## src/rtl/bram_stream_pkg.sv

```systemverilog
// Shared types and helpers for the BRAM stream reader.
//   rd_state_t : reader FSM states
//   calc_aw    : address width for a given RAM depth (never below 1 bit)
package bram_stream_pkg;

   typedef enum logic [1:0] {IDLE, RUN, DRAIN, FIN} rd_state_t;

   function automatic int calc_aw(input int depth);
      return (depth <= 2) ? 1 : $clog2(depth);
   endfunction

endpackage

```

## src/rtl/stream_skid_buf2.sv

```systemverilog
// Two-entry valid/ready buffer sitting between the RAM read port and the
// output stream. The writer guarantees a free slot before pushing, so there
// is no in_ready; the current occupancy is exported for that decision.
//   clk, rst_n  : clock, async active-low reset
//   flush       : synchronous clear, dominates push/pop
//   in_valid    : push in_data this cycle
//   in_data     : word to push
//   out_valid   : head entry valid
//   out_data    : head entry (stable until popped)
//   out_ready   : consumer pops head when out_valid && out_ready
//   count       : current occupancy 0..2
module stream_skid_buf2 #(
   parameter int WIDTH = 16
) (
   input  logic             clk,
   input  logic             rst_n,
   input  logic             flush,
   input  logic             in_valid,
   input  logic [WIDTH-1:0] in_data,
   output logic             out_valid,
   output logic [WIDTH-1:0] out_data,
   input  logic             out_ready,
   output logic [1:0]       count
);

   logic [WIDTH-1:0] mem [2];
   logic             wr_ptr;
   logic             rd_ptr;
   logic [1:0]       cnt;
   logic             pop;

   assign out_valid = (cnt != 2'd0);
   assign out_data  = mem[rd_ptr];
   assign count     = cnt;
   assign pop       = out_valid & out_ready;

   always_ff @(posedge clk or negedge rst_n) begin
      if (!rst_n) begin
         mem[0] <= '0;
         mem[1] <= '0;
         wr_ptr <= 1'b0;
         rd_ptr <= 1'b0;
         cnt    <= 2'd0;
      end else if (flush) begin
         wr_ptr <= 1'b0;
         rd_ptr <= 1'b0;
         cnt    <= 2'd0;
      end else begin
         if (in_valid) begin
            mem[wr_ptr] <= in_data;
            wr_ptr      <= ~wr_ptr;
         end
         if (pop) rd_ptr <= ~rd_ptr;
         cnt <= cnt + {1'b0, in_valid} - {1'b0, pop};
      end
   end

endmodule

```

## src/rtl/bram_stream_reader.sv

```systemverilog
// Read-side sequencer for a single-port block RAM (read latency 1).
// A start command (base_addr, length) streams `length` consecutive words,
// wrapping modulo RAM_DEPTH, out through a 2-entry buffer as valid/ready.
//   clk, rst_n    : clock, async active-low reset
//   start         : command pulse, honoured only in IDLE
//   base_addr     : first address; length : word count 0..RAM_DEPTH
//   abort         : cancel the running transfer (RUN/DRAIN)
//   busy, done    : transfer active / 1-cycle end pulse
//   ram_address, ram_read_en, ram_write_en (tied 0), ram_data_out : RAM side
//   m_valid, m_data, m_ready : output stream
// Optional macro BRAM_STREAM_READER_LOOP_EN adds input loop_mode (latched at
// start): the block is re-read from base_addr until aborted.
module bram_stream_reader
   import bram_stream_pkg::*;
#(
   parameter  int RAM_WIDTH = 16,
   parameter  int RAM_DEPTH = 1024,
   localparam int AW        = calc_aw(RAM_DEPTH)
) (
   input  logic                 clk,
   input  logic                 rst_n,
   input  logic                 start,
   input  logic [AW-1:0]        base_addr,
   input  logic [AW:0]          length,
   input  logic                 abort,
`ifdef BRAM_STREAM_READER_LOOP_EN
   input  logic                 loop_mode,
`endif
   output logic                 busy,
   output logic                 done,
   output logic [AW-1:0]        ram_address,
   output logic                 ram_read_en,
   output logic                 ram_write_en,
   input  logic [RAM_WIDTH-1:0] ram_data_out,
   output logic                 m_valid,
   output logic [RAM_WIDTH-1:0] m_data,
   input  logic                 m_ready
);

   rd_state_t     state, state_nxt;
   logic [AW-1:0] addr_q;
   logic [AW-1:0] addr_inc;
   logic [AW:0]   remain_q;
   logic          inflight_q;   // read issued last cycle; its word is on ram_data_out now
   logic          loop_q;
   logic          flush;
   logic          pop;
   logic [1:0]    buf_cnt;
   logic [1:0]    occ_after;
   logic          room;
   logic          last_issue;

   assign ram_write_en = 1'b0;
   assign ram_address  = addr_q;
   assign addr_inc     = (addr_q == AW'(RAM_DEPTH - 1)) ? '0 : addr_q + 1'b1;
   assign last_issue   = (remain_q == {{AW{1'b0}}, 1'b1});

   // Occupancy counts a same-cycle pop as already gone; this keeps a word
   // issued every cycle while the consumer drains, and the buffer still
   // never exceeds two entries when the issued word lands next cycle.
   assign pop       = m_valid & m_ready;
   assign occ_after = buf_cnt - {1'b0, pop};
   assign room      = (occ_after + {1'b0, inflight_q}) < 2'd2;

`ifdef BRAM_STREAM_READER_LOOP_EN
   logic [AW-1:0] base_q;
   logic [AW:0]   len_q;
`else
   assign loop_q = 1'b0;
`endif

   // FSM state register
   always_ff @(posedge clk or negedge rst_n) begin
      if (!rst_n) state <= IDLE;
      else        state <= state_nxt;
   end

   // Next state and outputs
   always_comb begin
      state_nxt   = state;
      ram_read_en = 1'b0;
      busy        = 1'b0;
      done        = 1'b0;
      flush       = 1'b0;
      case (state)
         IDLE: begin
            if (start) state_nxt = (length == '0) ? FIN : RUN;
         end
         RUN: begin
            busy = 1'b1;
            if (abort) begin
               flush     = 1'b1;
               state_nxt = FIN;
            end else begin
               ram_read_en = room && (remain_q != '0);
               if (ram_read_en && last_issue && !loop_q) state_nxt = DRAIN;
            end
         end
         DRAIN: begin
            busy = 1'b1;
            if (abort) begin
               flush     = 1'b1;
               state_nxt = FIN;
            end else if (!inflight_q && occ_after == 2'd0) begin
               state_nxt = FIN;
            end
         end
         FIN: begin
            busy      = 1'b1;
            done      = 1'b1;
            state_nxt = IDLE;
         end
         default: state_nxt = IDLE;
      endcase
   end

   // Address / remaining counters and in-flight flag
   always_ff @(posedge clk or negedge rst_n) begin
      if (!rst_n) begin
         addr_q     <= '0;
         remain_q   <= '0;
         inflight_q <= 1'b0;
      end else begin
         // ram_read_en is low whenever flush is high, so an aborted
         // in-flight word is simply never captured.
         inflight_q <= ram_read_en;
         if (state == IDLE && start) begin
            addr_q   <= base_addr;
            remain_q <= length;
         end else if (ram_read_en) begin
`ifdef BRAM_STREAM_READER_LOOP_EN
            if (last_issue && loop_q) begin
               addr_q   <= base_q;
               remain_q <= len_q;
            end else begin
               addr_q   <= addr_inc;
               remain_q <= remain_q - 1'b1;
            end
`else
            addr_q   <= addr_inc;
            remain_q <= remain_q - 1'b1;
`endif
         end
      end
   end

`ifdef BRAM_STREAM_READER_LOOP_EN
   always_ff @(posedge clk or negedge rst_n) begin
      if (!rst_n) begin
         base_q <= '0;
         len_q  <= '0;
         loop_q <= 1'b0;
      end else if (state == IDLE && start) begin
         base_q <= base_addr;
         len_q  <= length;
         loop_q <= loop_mode;
      end
   end
`endif

   stream_skid_buf2 #(.WIDTH(RAM_WIDTH)) u_buf (
      .clk       (clk),
      .rst_n     (rst_n),
      .flush     (flush),
      .in_valid  (inflight_q),
      .in_data   (ram_data_out),
      .out_valid (m_valid),
      .out_data  (m_data),
      .out_ready (m_ready),
      .count     (buf_cnt)
   );

endmodule

```

## config.mk

```make
export PLATFORM = sky130hd
export DESIGN_NAME = bram_stream_reader
export DESIGN_NICKNAME = d
export VERILOG_FILES = /design/src/rtl/bram_stream_pkg.sv /design/src/rtl/stream_skid_buf2.sv /design/src/rtl/bram_stream_reader.sv
export SDC_FILE = /design/constraint.sdc
export NUM_CORES = 1
export LEC_CHECK = 0
export ABC_AREA = 1
export ABC_CLOCK_PERIOD_IN_PS = 5250
export CORE_ASPECT_RATIO = 1.2
export CORE_MARGIN = 4
export CORE_UTILIZATION = 40
export CTS_BUF_LIST = sky130_fd_sc_hd__clkbuf_4 sky130_fd_sc_hd__clkbuf_8
export CTS_CLUSTER_SIZE = 16
export DETAILED_ROUTE_END_ITERATION = 10
export GPL_TIMING_DRIVEN = 1
export MAX_ROUTING_LAYER = met4
export PLACE_DENSITY = 0.65
export SLEW_MARGIN = 20
export SYNTH_ARGS = -nofsm -noshare
export SYNTH_HDL_FRONTEND = slang
export SYNTH_SLANG_ARGS = --single-unit
```

## constraint.sdc

```tcl
create_clock -name clk -period 5.25 [get_ports clk]
set_input_delay 0.7875 -clock clk [delete_from_list [all_inputs] [get_ports clk]]
set_output_delay 0.7875 -clock clk [all_outputs]
set_load 0.01 [all_outputs]
```

==> flow_summary.json <==
{
  "status": "complete, no violations",
  "dp_hpwl_mm": 5.63,
  "netlist_instances": 484,
  "slew_headroom": 0.310,
  "drv_slew": 0,
  "worst_setup_path_end_kind": "output pin",
  "hold_path_class": "flip-flop to flip-flop",
  "synthSimpleGateAreaFrac": 0.319,
  "max-cap-violations": 0,
  "yosys.area_share.adder": 0.0470,
  "worstMarginPinSlew_ns": 1.03,
  "critPathCapture": "ram_read_en",
  "leakagePower_nw": 2.26,
  "synth-compound-area-share": 0.0962,
  "post-cts-setup-buffers": 0,
  "antenna_found_initial": 0,
  "yosysWarnings": 0,
  "synth_top_area_frac": 0.434,
  "tns_ns": 0,
  "whs_ns": 0.486,
  "irDropWorstVdd_v": 0.000174,
  "syn-num-nets": 539,
  "cts_tree": "built",
  "combPwrFrac": 0.470,
  "cts.htree.levels": 3,
  "grt_pass1_wl_mm": 13.4,
  "drt-total-wl_mm": 7.97,
  "diodes": 0,
  "power.internal_mw": 1.52,
  "r2r_end": "remain_q[3]",
  "via_per_inst": 4.70,
  "crit_start": "m_ready",
  "die_y_um": 110,
  "whs_path_depth": 2,
  "grt_usage": 0.168,
  "synth_top_family_by_area": "simple AND/OR/NAND/NOR gates",
  "io_buffers": 71,
  "ys_seq_area_frac": 0.434,
  "timing.rr.start": "state[0]",
  "area_growth_pct": 29.1,
  "switching_share": 0.405,
  "cts-buffers-inserted": 9,
  "root_buffer": "clkbuf_8",
  "yosys.cell_types.count": 29,
  "hold_violations": 0,
  "dr_total_vias": 3133,
  "min_period_over_period": 0.679,
  "cts.sinks": 60,
  "die_area_um2": 10200,
  "grt-ovfl-total": 0,
  "min_period_ns": 3.57,
  "chipWidth_um": 92.9,
  "wl_per_cell_um": 11.9,
  "crit_arrival_ns": 2.78,
  "drive_gt1_frac": 0.0579,
  "nets": 603,
  "clk_latency_ns": 0.34,
  "setup_viol": 0,
  "fmax_mhz": 280,
  "path_max_fanout": 5,
  "clkPwrFrac": 0.203,
  "clk_pin_slew_ns": 0.07,
  "required_ns": 4.46,
  "p_seq_frac": 0.327,
  "critical_path_class": "input pin to output pin",
  "synth_xor_area_frac": 0.0101,
  "yosys-top-cells-area": "dfrtp_1 (43%), nand2_1 (20%), o21ai_0 (8.0%)",
  "first_iter_violations": 109,
  "first_global_vias": 2942,
  "grt_setup_unrepaired": "false",
  "ctsResizeCount": 0,
  "synth_top_area_cell": "dfrtp_1",
  "drt-pass1-iter-count": 5,
  "netlist_area_um2": 3460,
  "cp-start-kind": "input pin",
  "clk_path_buf_depth": 2,
  "rrSetupSlack_ns": 2.76,
  "gp_congestion": 0.830,
  "fin_util": 0.539,
  "avgSynthCellArea_um2": 7.15,
  "rr_worst_depth": 8,
  "antenna_left": 0,
  "row_count": 36,
  "p_switching_mw": 1.03,
  "hold_buffers": 0,
  "initial_utilization": 0.417,
  "multi_input_area_um2": 1640,
  "synth-seq-cells": 60,
  "core_um2": 8290,
  "p_per_area_nw_per_um2": 571,
  "synth.area.mux_share": 0,
  "grt_max_degree": 61,
  "final-seq-area_um2": 1500,
  "ioPinCount": 73,
  "drc_errors": 0,
  "fin_skew_ns": 0.00821,
  "fillers": 824
}
-- registers in the layout, summed over array words and instances, names as in the netlist --
signal / count
u_buf.rd_ptr: 1
remain_q: 11
u_buf.mem: 32
inflight_q: 1
state: 2
u_buf.count: 2
ram_address: 10
u_buf.wr_ptr: 1
-- per-layer routing --
layer  part of all wire  wire (µm)  GRT usage
met1               0.48       3820      0.210
met4              0.011         84     0.0471
met2               0.47       3740      0.275
met5                  0          0          -
met3              0.040        317     0.0370
-- placed cells by master, fill, tap and decap left out, types with 2 or more instances in the layout --
cell / Yosys / layout
a21oi_1: 5 / 5
bufinv_16: 0 / 3
clkbuf_8: 0 / 10
clkdlybuf4s50_1: 0 / 70
clkinv_2: 1 / 2
dfrtp_1: 60 / 60
ha_1: 13 / 13
inv_1: 56 / 56
nand2_1: 182 / 182
nand3_1: 28 / 28
nand4_1: 7 / 7
nor2_1: 35 / 35
o21ai_0: 55 / 55
o21ai_2: 2 / 2
or2_2: 6 / 6
xor2_1: 3 / 3
-- worst min-delay path by stage --
stage,startpoint,end
floorplan,u_buf.mem[8],u_buf.mem[8]
global placement,u_buf.mem[31],u_buf.mem[31]
detailed placement,u_buf.mem[24],u_buf.mem[24]
CTS,u_buf.mem[15],u_buf.mem[15]
global route,u_buf.mem[31],u_buf.mem[31]
finish,u_buf.mem[13],u_buf.mem[13]
-- critical path, cell delays in order --
cell,delay (ns)
clkdlybuf4s50_1,0.46
nand2_1,0.08
inv_1,0.11
ha_1,0.26
nor2_1,0.12
nand3_1,0.07
nand2_1,0.13
nand3_4,0.12
inv_1,0.10
clkdlybuf4s50_1,0.54
-- layout make-up --
class / instances / share of cell area
clock buffer: 10 / 0.0308
clock inverter: 6 / 0.0249
inverter: 58 / 0.0490
multi-input combinational: 347 / 0.367
sequential: 60 / 0.336
tap: 114 / 0.0320
timing repair buffer: 72 / 0.160
-- cells in the mapped netlist --
cell,n
clkinv_1,1
buf_6,3
nor2_4,1
o21bai_1,1
clkbuf_1,14
o21ai_0,55
nor3b_1,1
xnor2_1,1
nor2_1,35
nand3_4,1
nand3_2,1
dfrtp_1,60
nand2_4,1
a21oi_1,5
conb_1,1
buf_2,1
nor2_2,1
clkinv_2,1
nand2_1,182
o211ai_1,1
xor2_1,3
nand4_1,7
o21ai_2,2
buf_4,1
or2_2,6
ha_1,13
inv_1,56
nor3_1,1
nand3_1,28
-- power by group through the flow --
stage,sequential [mW],clock (mW),combinational [mW]
2_1_floorplan,0.794,0,0.813
3_3_place_gp,0.833,0,1.18
3_5_place_dp,0.839,0,1.21
4_1_cts,0.834,0.529,1.21
5_1_grt,0.863,0.553,1.38
6_report,0.835,0.517,1.20
-- through the flow --
stage	worst slack [ns]	cells	power (mW)	instance area (µm²)
6_report	1.68	667	2.55	4460
2_1_floorplan	2.75	484	1.61	3460
3_3_place_gp	1.75	651	2.02	4220
3_5_place_dp	1.68	651	2.05	4220
5_1_grt	1.55	667	2.79	4460
4_1_cts	1.67	667	2.58	4460
-- logic make-up after synthesis --
kind of cell,count (synthesis)
compound gates,64
other cells,1
simple gates,265
buf+inv,77
flops,60
xor+xnor,4
fa+ha+maj,13
No activity file was read; power rests on OpenSTA's default activity.
